$ cat config.mk
export PLATFORM = sky130hd
export DESIGN_NAME = id_ex_register_flat
export DESIGN_NICKNAME = d
export VERILOG_FILES = /design/src/rtl/id_ex_register_pkg.sv /design/src/rtl/id_ex_register_if.sv /design/src/rtl/id_ex_register_load_use_detect.sv /design/src/rtl/id_ex_register.sv /design/src/flat_wrapper.sv
export SDC_FILE = /design/constraint.sdc
export NUM_CORES = 1
export LEC_CHECK = 0
export BUFFER_PORTS_ARGS = -buffer_cell sky130_fd_sc_hd__buf_2
export CAP_MARGIN = 20
export CORE_UTILIZATION = 30
export DETAILED_ROUTE_END_ITERATION = 8
export GPL_TIMING_DRIVEN = 0
export SYNTH_ARGS = -nofsm -noshare
export SYNTH_HDL_FRONTEND = slang
export SYNTH_HIERARCHICAL = 1
export SYNTH_SLANG_ARGS = --single-unit
export TNS_END_PERCENT = 30
$ cat constraint.sdc
create_clock -name clk -period 2.4 [get_ports clk]
set_input_delay 0.48 -clock clk [delete_from_list [all_inputs] [get_ports clk]]
set_output_delay 0.48 -clock clk [all_outputs]
set_load 0.005 [all_outputs]
$ cat src/rtl/id_ex_register_pkg.sv
// rtl/id_ex_register_pkg.sv - shared widths, control bundle type and helpers for the ID/EX stage
package id_ex_register_pkg;

    localparam int DATA_W = 32;
    localparam int REG_W  = 5;
    localparam int CNT_W  = 16;
    localparam int CTRL_W = 10;

    // Field order fixes the control-bundle bit positions: regDst is bit 9, aluOp is [2:0].
    typedef struct packed {
        logic       regDst;
        logic       aluSrc;
        logic       memToReg;
        logic       regWrite;
        logic       memRead;
        logic       memWrite;
        logic       branch;
        logic [2:0] aluOp;
    } ctrl_t;

    localparam ctrl_t BUBBLE_CTRL = '0;

    localparam logic [2:0] ALU_ADD   = 3'b000;
    localparam logic [2:0] ALU_SUB   = 3'b001;
    localparam logic [2:0] ALU_FUNCT = 3'b010;

    // R-type, stores and beq/bne are the only classes that read rt as a source.
    function automatic logic usesRt(input ctrl_t c);
        return c.regDst | c.memWrite | c.branch;
    endfunction

endpackage

$ cat src/rtl/id_ex_register_if.sv
// rtl/id_ex_register_if.sv - ID-side bundle in, EX-side bundle and status out of the ID/EX register
interface id_ex_register_if #(
    parameter int DATA_W = id_ex_register_pkg::DATA_W,
    parameter int REG_W  = id_ex_register_pkg::REG_W,
    parameter int CNT_W  = id_ex_register_pkg::CNT_W
) ();

    logic              idValid;
    logic              regDst;
    logic              aluSrc;
    logic              memToReg;
    logic              regWrite;
    logic              memRead;
    logic              memWrite;
    logic              branch;
    logic [2:0]        aluOp;
    logic [DATA_W-1:0] idPcPlus4;
    logic [DATA_W-1:0] idRs1Data;
    logic [DATA_W-1:0] idRs2Data;
    logic [DATA_W-1:0] idImm;
    logic [REG_W-1:0]  idRs;
    logic [REG_W-1:0]  idRt;
    logic [REG_W-1:0]  idRd;
    logic              memStall;
    logic              flush;

    logic              hazardStall;
    logic              exValid;
    logic              exRegDst;
    logic              exAluSrc;
    logic              exMemToReg;
    logic              exRegWrite;
    logic              exMemRead;
    logic              exMemWrite;
    logic              exBranch;
    logic [2:0]        exAluOp;
    logic [DATA_W-1:0] exPcPlus4;
    logic [DATA_W-1:0] exRs1Data;
    logic [DATA_W-1:0] exRs2Data;
    logic [DATA_W-1:0] exImm;
    logic [REG_W-1:0]  exRs;
    logic [REG_W-1:0]  exRt;
    logic [REG_W-1:0]  exRd;
    logic [CNT_W-1:0]  bubbleCount;
    logic [CNT_W-1:0]  holdCount;

    modport master (
        output idValid, regDst, aluSrc, memToReg, regWrite, memRead, memWrite, branch, aluOp,
               idPcPlus4, idRs1Data, idRs2Data, idImm, idRs, idRt, idRd, memStall, flush,
        input  hazardStall, exValid, exRegDst, exAluSrc, exMemToReg, exRegWrite, exMemRead,
               exMemWrite, exBranch, exAluOp, exPcPlus4, exRs1Data, exRs2Data, exImm,
               exRs, exRt, exRd, bubbleCount, holdCount
    );

    modport slave (
        input  idValid, regDst, aluSrc, memToReg, regWrite, memRead, memWrite, branch, aluOp,
               idPcPlus4, idRs1Data, idRs2Data, idImm, idRs, idRt, idRd, memStall, flush,
        output hazardStall, exValid, exRegDst, exAluSrc, exMemToReg, exRegWrite, exMemRead,
               exMemWrite, exBranch, exAluOp, exPcPlus4, exRs1Data, exRs2Data, exImm,
               exRs, exRt, exRd, bubbleCount, holdCount
    );

endinterface

$ cat src/rtl/id_ex_register_load_use_detect.sv
// rtl/id_ex_register_load_use_detect.sv - combinational load-use hazard check between EX load and ID sources
module load_use_detect #(
    parameter int REG_W = 5
) (
    input  logic             exValid,
    input  logic             exMemRead,
    input  logic [REG_W-1:0] exRt,
    input  logic             idValid,
    input  logic             idUsesRt,
    input  logic [REG_W-1:0] idRs,
    input  logic [REG_W-1:0] idRt,
    output logic             hazardStall
);

    logic rsMatch;
    logic rtMatch;

    assign rsMatch = (exRt == idRs);
    assign rtMatch = idUsesRt & (exRt == idRt);

    // $0 is hardwired zero, so a load targeting it never produces a value to wait for.
    assign hazardStall = exValid & exMemRead & (exRt != '0) & idValid & (rsMatch | rtMatch);

endmodule

$ cat src/rtl/id_ex_register.sv
// rtl/id_ex_register.sv - ID/EX pipeline register with load-use stall, flush, hold and perf counters
module id_ex_register
    import id_ex_register_pkg::*;
#(
    parameter int DATA_W = id_ex_register_pkg::DATA_W,
    parameter int REG_W  = id_ex_register_pkg::REG_W,
    parameter int CNT_W  = id_ex_register_pkg::CNT_W
) (
    input  logic          clk,
    input  logic          rst_n,
    id_ex_register_if.slave bus
);

    ctrl_t             idCtrl;
    ctrl_t             exCtrl;
    logic              exValid;
    logic [DATA_W-1:0] exPcPlus4;
    logic [DATA_W-1:0] exRs1Data;
    logic [DATA_W-1:0] exRs2Data;
    logic [DATA_W-1:0] exImm;
    logic [REG_W-1:0]  exRs;
    logic [REG_W-1:0]  exRt;
    logic [REG_W-1:0]  exRd;
    logic [CNT_W-1:0]  bubbleCount;
    logic [CNT_W-1:0]  holdCount;
    logic              hazardStall;

    assign idCtrl = '{regDst:   bus.regDst,
                      aluSrc:   bus.aluSrc,
                      memToReg: bus.memToReg,
                      regWrite: bus.regWrite,
                      memRead:  bus.memRead,
                      memWrite: bus.memWrite,
                      branch:   bus.branch,
                      aluOp:    bus.aluOp};

    load_use_detect #(.REG_W(REG_W)) u_load_use_detect (
        .exValid     (exValid),
        .exMemRead   (exCtrl.memRead),
        .exRt        (exRt),
        .idValid     (bus.idValid),
        .idUsesRt    (usesRt(idCtrl)),
        .idRs        (bus.idRs),
        .idRt        (bus.idRt),
        .hazardStall (hazardStall)
    );

    always_ff @(posedge clk or negedge rst_n) begin
        if (!rst_n) begin
            exValid   <= 1'b0;
            exCtrl    <= BUBBLE_CTRL;
            exPcPlus4 <= '0;
            exRs1Data <= '0;
            exRs2Data <= '0;
            exImm     <= '0;
            exRs      <= '0;
            exRt      <= '0;
            exRd      <= '0;
        end else if (bus.memStall) begin
            // Whole pipe frozen: every EX field keeps its value.
        end else if (bus.flush || hazardStall) begin
            exValid   <= 1'b0;
            exCtrl    <= BUBBLE_CTRL;
            exPcPlus4 <= '0;
            exRs1Data <= '0;
            exRs2Data <= '0;
            exImm     <= '0;
            exRs      <= '0;
            exRt      <= '0;
            exRd      <= '0;
        end else begin
            exValid   <= bus.idValid;
            exCtrl    <= bus.idValid ? idCtrl : BUBBLE_CTRL;
            exPcPlus4 <= bus.idPcPlus4;
            exRs1Data <= bus.idRs1Data;
            exRs2Data <= bus.idRs2Data;
            exImm     <= bus.idImm;
            exRs      <= bus.idRs;
            exRt      <= bus.idRt;
            exRd      <= bus.idRd;
        end
    end

    // A flush only counts when it killed a real instruction; a coincident hazard is the same bubble.
    always_ff @(posedge clk or negedge rst_n) begin
        if (!rst_n) begin
            bubbleCount <= '0;
            holdCount   <= '0;
        end else if (bus.memStall) begin
            if (!(&holdCount)) holdCount <= holdCount + 1'b1;
        end else if ((bus.flush && bus.idValid) || (!bus.flush && hazardStall)) begin
            if (!(&bubbleCount)) bubbleCount <= bubbleCount + 1'b1;
        end
    end

    assign bus.hazardStall = hazardStall;
    assign bus.exValid     = exValid;
    assign bus.exRegDst    = exCtrl.regDst;
    assign bus.exAluSrc    = exCtrl.aluSrc;
    assign bus.exMemToReg  = exCtrl.memToReg;
    assign bus.exRegWrite  = exCtrl.regWrite;
    assign bus.exMemRead   = exCtrl.memRead;
    assign bus.exMemWrite  = exCtrl.memWrite;
    assign bus.exBranch    = exCtrl.branch;
    assign bus.exAluOp     = exCtrl.aluOp;
    assign bus.exPcPlus4   = exPcPlus4;
    assign bus.exRs1Data   = exRs1Data;
    assign bus.exRs2Data   = exRs2Data;
    assign bus.exImm       = exImm;
    assign bus.exRs        = exRs;
    assign bus.exRt        = exRt;
    assign bus.exRd        = exRd;
    assign bus.bubbleCount = bubbleCount;
    assign bus.holdCount   = holdCount;

endmodule

$ cat src/flat_wrapper.sv
// flat-port wrapper written by rule: the top's interface ports become plain ports
module id_ex_register_flat import id_ex_register_pkg::*;
#(
    parameter int DATA_W = id_ex_register_pkg::DATA_W,
    parameter int REG_W  = id_ex_register_pkg::REG_W,
    parameter int CNT_W  = id_ex_register_pkg::CNT_W
)
  (clk, rst_n, bus_idValid, bus_regDst, bus_aluSrc, bus_memToReg, bus_regWrite, bus_memRead, bus_memWrite, bus_branch, bus_aluOp, bus_idPcPlus4, bus_idRs1Data, bus_idRs2Data, bus_idImm, bus_idRs, bus_idRt, bus_idRd, bus_memStall, bus_flush, bus_hazardStall, bus_exValid, bus_exRegDst, bus_exAluSrc, bus_exMemToReg, bus_exRegWrite, bus_exMemRead, bus_exMemWrite, bus_exBranch, bus_exAluOp, bus_exPcPlus4, bus_exRs1Data, bus_exRs2Data, bus_exImm, bus_exRs, bus_exRt, bus_exRd, bus_bubbleCount, bus_holdCount);
  id_ex_register_if #(.DATA_W(DATA_W), .REG_W(REG_W), .CNT_W(CNT_W)) bus_i ();
  input  logic clk;
  input  logic rst_n;
  input wire logic [$bits(bus_i.idValid)-1:0] bus_idValid;
  input wire logic [$bits(bus_i.regDst)-1:0] bus_regDst;
  input wire logic [$bits(bus_i.aluSrc)-1:0] bus_aluSrc;
  input wire logic [$bits(bus_i.memToReg)-1:0] bus_memToReg;
  input wire logic [$bits(bus_i.regWrite)-1:0] bus_regWrite;
  input wire logic [$bits(bus_i.memRead)-1:0] bus_memRead;
  input wire logic [$bits(bus_i.memWrite)-1:0] bus_memWrite;
  input wire logic [$bits(bus_i.branch)-1:0] bus_branch;
  input wire logic [$bits(bus_i.aluOp)-1:0] bus_aluOp;
  input wire logic [$bits(bus_i.idPcPlus4)-1:0] bus_idPcPlus4;
  input wire logic [$bits(bus_i.idRs1Data)-1:0] bus_idRs1Data;
  input wire logic [$bits(bus_i.idRs2Data)-1:0] bus_idRs2Data;
  input wire logic [$bits(bus_i.idImm)-1:0] bus_idImm;
  input wire logic [$bits(bus_i.idRs)-1:0] bus_idRs;
  input wire logic [$bits(bus_i.idRt)-1:0] bus_idRt;
  input wire logic [$bits(bus_i.idRd)-1:0] bus_idRd;
  input wire logic [$bits(bus_i.memStall)-1:0] bus_memStall;
  input wire logic [$bits(bus_i.flush)-1:0] bus_flush;
  output wire logic [$bits(bus_i.hazardStall)-1:0] bus_hazardStall;
  output wire logic [$bits(bus_i.exValid)-1:0] bus_exValid;
  output wire logic [$bits(bus_i.exRegDst)-1:0] bus_exRegDst;
  output wire logic [$bits(bus_i.exAluSrc)-1:0] bus_exAluSrc;
  output wire logic [$bits(bus_i.exMemToReg)-1:0] bus_exMemToReg;
  output wire logic [$bits(bus_i.exRegWrite)-1:0] bus_exRegWrite;
  output wire logic [$bits(bus_i.exMemRead)-1:0] bus_exMemRead;
  output wire logic [$bits(bus_i.exMemWrite)-1:0] bus_exMemWrite;
  output wire logic [$bits(bus_i.exBranch)-1:0] bus_exBranch;
  output wire logic [$bits(bus_i.exAluOp)-1:0] bus_exAluOp;
  output wire logic [$bits(bus_i.exPcPlus4)-1:0] bus_exPcPlus4;
  output wire logic [$bits(bus_i.exRs1Data)-1:0] bus_exRs1Data;
  output wire logic [$bits(bus_i.exRs2Data)-1:0] bus_exRs2Data;
  output wire logic [$bits(bus_i.exImm)-1:0] bus_exImm;
  output wire logic [$bits(bus_i.exRs)-1:0] bus_exRs;
  output wire logic [$bits(bus_i.exRt)-1:0] bus_exRt;
  output wire logic [$bits(bus_i.exRd)-1:0] bus_exRd;
  output wire logic [$bits(bus_i.bubbleCount)-1:0] bus_bubbleCount;
  output wire logic [$bits(bus_i.holdCount)-1:0] bus_holdCount;
  assign bus_i.idValid = bus_idValid;
  assign bus_i.regDst = bus_regDst;
  assign bus_i.aluSrc = bus_aluSrc;
  assign bus_i.memToReg = bus_memToReg;
  assign bus_i.regWrite = bus_regWrite;
  assign bus_i.memRead = bus_memRead;
  assign bus_i.memWrite = bus_memWrite;
  assign bus_i.branch = bus_branch;
  assign bus_i.aluOp = bus_aluOp;
  assign bus_i.idPcPlus4 = bus_idPcPlus4;
  assign bus_i.idRs1Data = bus_idRs1Data;
  assign bus_i.idRs2Data = bus_idRs2Data;
  assign bus_i.idImm = bus_idImm;
  assign bus_i.idRs = bus_idRs;
  assign bus_i.idRt = bus_idRt;
  assign bus_i.idRd = bus_idRd;
  assign bus_i.memStall = bus_memStall;
  assign bus_i.flush = bus_flush;
  assign bus_hazardStall = bus_i.hazardStall;
  assign bus_exValid = bus_i.exValid;
  assign bus_exRegDst = bus_i.exRegDst;
  assign bus_exAluSrc = bus_i.exAluSrc;
  assign bus_exMemToReg = bus_i.exMemToReg;
  assign bus_exRegWrite = bus_i.exRegWrite;
  assign bus_exMemRead = bus_i.exMemRead;
  assign bus_exMemWrite = bus_i.exMemWrite;
  assign bus_exBranch = bus_i.exBranch;
  assign bus_exAluOp = bus_i.exAluOp;
  assign bus_exPcPlus4 = bus_i.exPcPlus4;
  assign bus_exRs1Data = bus_i.exRs1Data;
  assign bus_exRs2Data = bus_i.exRs2Data;
  assign bus_exImm = bus_i.exImm;
  assign bus_exRs = bus_i.exRs;
  assign bus_exRt = bus_i.exRt;
  assign bus_exRd = bus_i.exRd;
  assign bus_bubbleCount = bus_i.bubbleCount;
  assign bus_holdCount = bus_i.holdCount;
  id_ex_register #(.DATA_W(DATA_W), .REG_W(REG_W), .CNT_W(CNT_W)) u_core (.clk(clk), .rst_n(rst_n), .bus(bus_i));
endmodule
==> flow_metrics.tcl <==
set metrics [dict create \
    p_comb_share_pct 14.3 \
    dp_slack_ns -0.713 \
    p_switching_mw 2.16 \
    status "finished with violations" \
    max_stage_delay_ns 0.56 \
    cpMaxStageDelayCell "or4_4" \
    netlist_area_mm2 0.00708 \
    antenna_found_initial 0 \
    yosysSeqAreaShare_pct 65.7 \
    clockPowerShare_pct 37.6 \
    wl_per_cell_um 17.3 \
    ys_ff_latch 186 \
    slew_violations 0 \
    dp_hpwl_um 15300 \
    die_x_um 156 \
    power.leakage_nw 5.35 \
    num_antenna_cells 0 \
    skew_ns 0.0141 \
    critical_path.top_delay_family "simple AND/OR/NAND/NOR gates" \
    post-route-util_pct 43.8 \
    tightest_slew_ns 0.681 \
    vias 5672 \
    viasPerCell 4.73 \
    path_cells "or4_4 > o2111ai_4 > a21oi_4 > mux2i_4 > nor4_4 > buf_4 > nand4_1 > mux2_4" \
    initial_core_util_pct 30.9 \
    min_path_type "primary input to asynchronous set/reset pin" \
    period_needed_ns 2.43 \
    failed_checks "negative setup slack" \
    syn_area_per_cell_um2 14.0 \
    period_share_pct 101 \
    worstSetupPathType "flip-flop to flip-flop" \
    cts_num_sinks 186 \
    track_usage_pct 17.2 \
    pwr-share-seq_pct 48.1 \
    drive_above_1_share_pct 47.5 \
    synth_cell_types 39 \
    gp_congestion 0.781 \
    path_clk_slew_ns 0.08 \
    hold_viol 0 \
    routed_wl_um 20800 \
    cp.required_ns 2.71 \
    synth_nets 665 \
    cap_violations 0 \
    antenna_left 0 \
    synthToLayoutAreaGrowth_pct 41.7 \
    core_mm2 0.0229 \
    clock.fmax_mhz 411 \
    cp-start-kind "flip-flop" \
    switching_share_pct 28.1 \
    path_buf_inv 1 \
    cts_root_buf "clkbuf_16" \
    insertion_delay_ns 0.43 \
    setup_slack_ns -0.0335 \
    globalRouteOverflowTotal 0 \
    grt_first_pass_wirelength_um 32100 \
    drt_first_pass_iters 6 \
    grt_pass1_vias 5717 \
    cts_max_path_buffers 2 \
    grt_max_degree 102 \
    power_density_mw_per_mm2 764 \
    cts_tree "built" \
    end_kind "flip-flop" \
    worst-r2r-cell-count 8 \
    yosysWarnings 6 \
    setup_viol 1 \
    arrival_ns 2.74 \
    h-tree-depth 4 \
    ctsHoldBuffers 0 \
    portBuffers 343 \
    critical_path_cell_count 8 \
    drc 0 \
    drtIter0Drc 205 \
    nets 1034 \
    worstPathMaxFanout 5 \
    dieHeight_um 156 \
    ios 345 \
    rsz0062_at_grt "yes" \
    relSlewSlack_pct 54.6 \
    syn_inst 505 \
    die-area_mm2 0.0242 \
    cts_buffers 17 \
    internal_power_mw 5.51 \
    ir_worst_vdd_v 0.000391 \
    rows 55 \
]
worst reg2reg max path: stages (launching register included):
cell	delay, ns
dfrtp_2	0.45
or4_4	0.56
o2111ai_4	0.24
a21oi_4	0.08
mux2i_4	0.35
nor4_4	0.07
buf_4	0.16
nand4_1	0.11
mux2_4	0.31
metrics by stage:
step           hold WS, ns  power (mW)  std cells  area [um^2]  setup TNS (ns)
6_report            0.0337        7.67       1200        10000         -0.0335
5_1_grt             0.0673        8.08       1200        10000           -1.07
4_1_cts             0.0588        7.75       1197         9940          -0.602
3_5_place_dp         0.492        4.82       1162         9240          -83.20
3_3_place_gp         0.487        4.80       1161         9200         -490.93
2_1_floorplan        0.184        4.16        505         7090               0
logic make-up (layout without fill, tap and decap cells):
group | after synthesis | after routing | share of synthesized area, %
mux | 8 | 8 | 1.29
flops | 186 | 186 | 65.7
xor+xnor | 33 | 33 | 4.08
compound gates | 169 | 169 | 20.6
fa+ha+maj | 2 | 2 | 0.353
simple gates | 73 | 73 | 5.99
buf+inv | 34 | 416 | 1.94
routing by layer:
metal / GRT usage (%) / part of all wire (%) / up-vias
met5: 0 / 0 / -
met4: 5.14 / 1.8 / 0
met3: 4.39 / 5.2 / 23
met2: 28.9 / 50 / 185
met1: 21.7 / 43 / 2784
li1: - / - / 2680
timing repair:
action,in CTS,in global routing
pin swaps,2,8
endpoints found under the setup margin,164,142
setup buffers,3,3
resized for setup,13,33
Yosys cell counts (all sizes together):
master   number  area share [%]
a21oi         1           0.071
clkbuf       26             1.4
o2111ai       5            0.62
a22o        153              19
or3           2            0.18
and4          4            0.53
nand3b        1            0.11
nand2b        1           0.088
a21o          1            0.11
ha            2            0.35
o211ai        2            0.21
o41a          1            0.16
nand4        10            0.88
or4           2            0.27
xor2         17             2.1
nand3        10            0.71
o21ai         4            0.28
mux2          6             1.0
mux2i         2            0.28
nor3b         1            0.11
dfrtp       186              66
o211a         1            0.14
nor3          7            0.57
buf           8            0.57
and2          3            0.30
o21a          1            0.11
nor4          5            0.53
and3          6            0.55
nand2        16            0.85
nor2          4            0.21
xnor2        16             2.0
nand4b        1            0.12
sequential cells by signal, summed over array words and instances (netlist names), 3 cells and up:
signal and flops:
u_core/bus.exImm 32, u_core/bus.exPcPlus4 32, u_core/bus.exRs1Data 32, u_core/bus.exRs2Data 32
u_core/bus.bubbleCount 16, u_core/bus.holdCount 16, u_core/bus.exRd 5, u_core/bus.exRs 5
u_core/bus.exRt 5, u_core/bus.exAluOp 3
worst paths after layout:
| check | to | start | slack (ns) |
|---|---|---|---|
| worst max register to register | u_core/bus.bubbleCount[14] | u_core/bus.exRt[4] | -0.03 |
| worst min-delay path | u_core/bus.exPcPlus4[26] | rst_n | 0.03 |
| worst min register to register | u_core/bus.exRs2Data[24] | u_core/bus.exRs2Data[24] | 0.50 |
| max in group asynchronous | u_core/bus.exImm[13] | rst_n | 1.41 |
| worst max-delay path | u_core/bus.bubbleCount[14] | u_core/bus.exRt[4] | -0.03 |
| min in group clk | u_core/bus.exPcPlus4[16] | bus_idPcPlus4[16] | 0.26 |
cell usage in the layout (no fill, tap or decap), types with 3 or more instances in the layout:
cell type	synthesis	routed
xor2_1	17	17
nand4_1	10	10
inv_8	0	5
mux2_2	5	3
o2111ai_1	5	4
mux2_4	1	3
o21ai_0	4	4
clkbuf_16	0	17
buf_4	0	12
dfrtp_2	0	3
and3_1	5	5
nand3_1	10	10
clkbuf_2	0	5
dfrtp_1	186	183
a22o_1	153	153
buf_2	8	343
clkinv_8	0	3
nand2_1	16	15
nor2_1	4	4
nor3_1	6	5
xnor2_1	16	16
clkbuf_1	26	19
cell type report:
| class | instances | area (um^2) |
|---|---|---|
| sequential | 186 | 4660 |
| timing repair buffer | 350 | 1810 |
| clock inverter | 15 | 181 |
| buffer | 34 | 173 |
| clock buffer | 17 | 425 |
| tap | 313 | 392 |
| multi-input combinational | 285 | 2390 |
| fill | 2187 | 12900 |
power groups by stage:
stage	combinational [mW]	clock, mW	sequential, mW
6_report	1.10	2.88	3.69
3_5_place_dp	1.09	0	3.74
2_1_floorplan	0.434	0	3.73
5_1_grt	1.22	3.13	3.73
3_3_place_gp	1.07	0	3.73
4_1_cts	1.10	2.96	3.68
(Power assumes the default switching activity.)
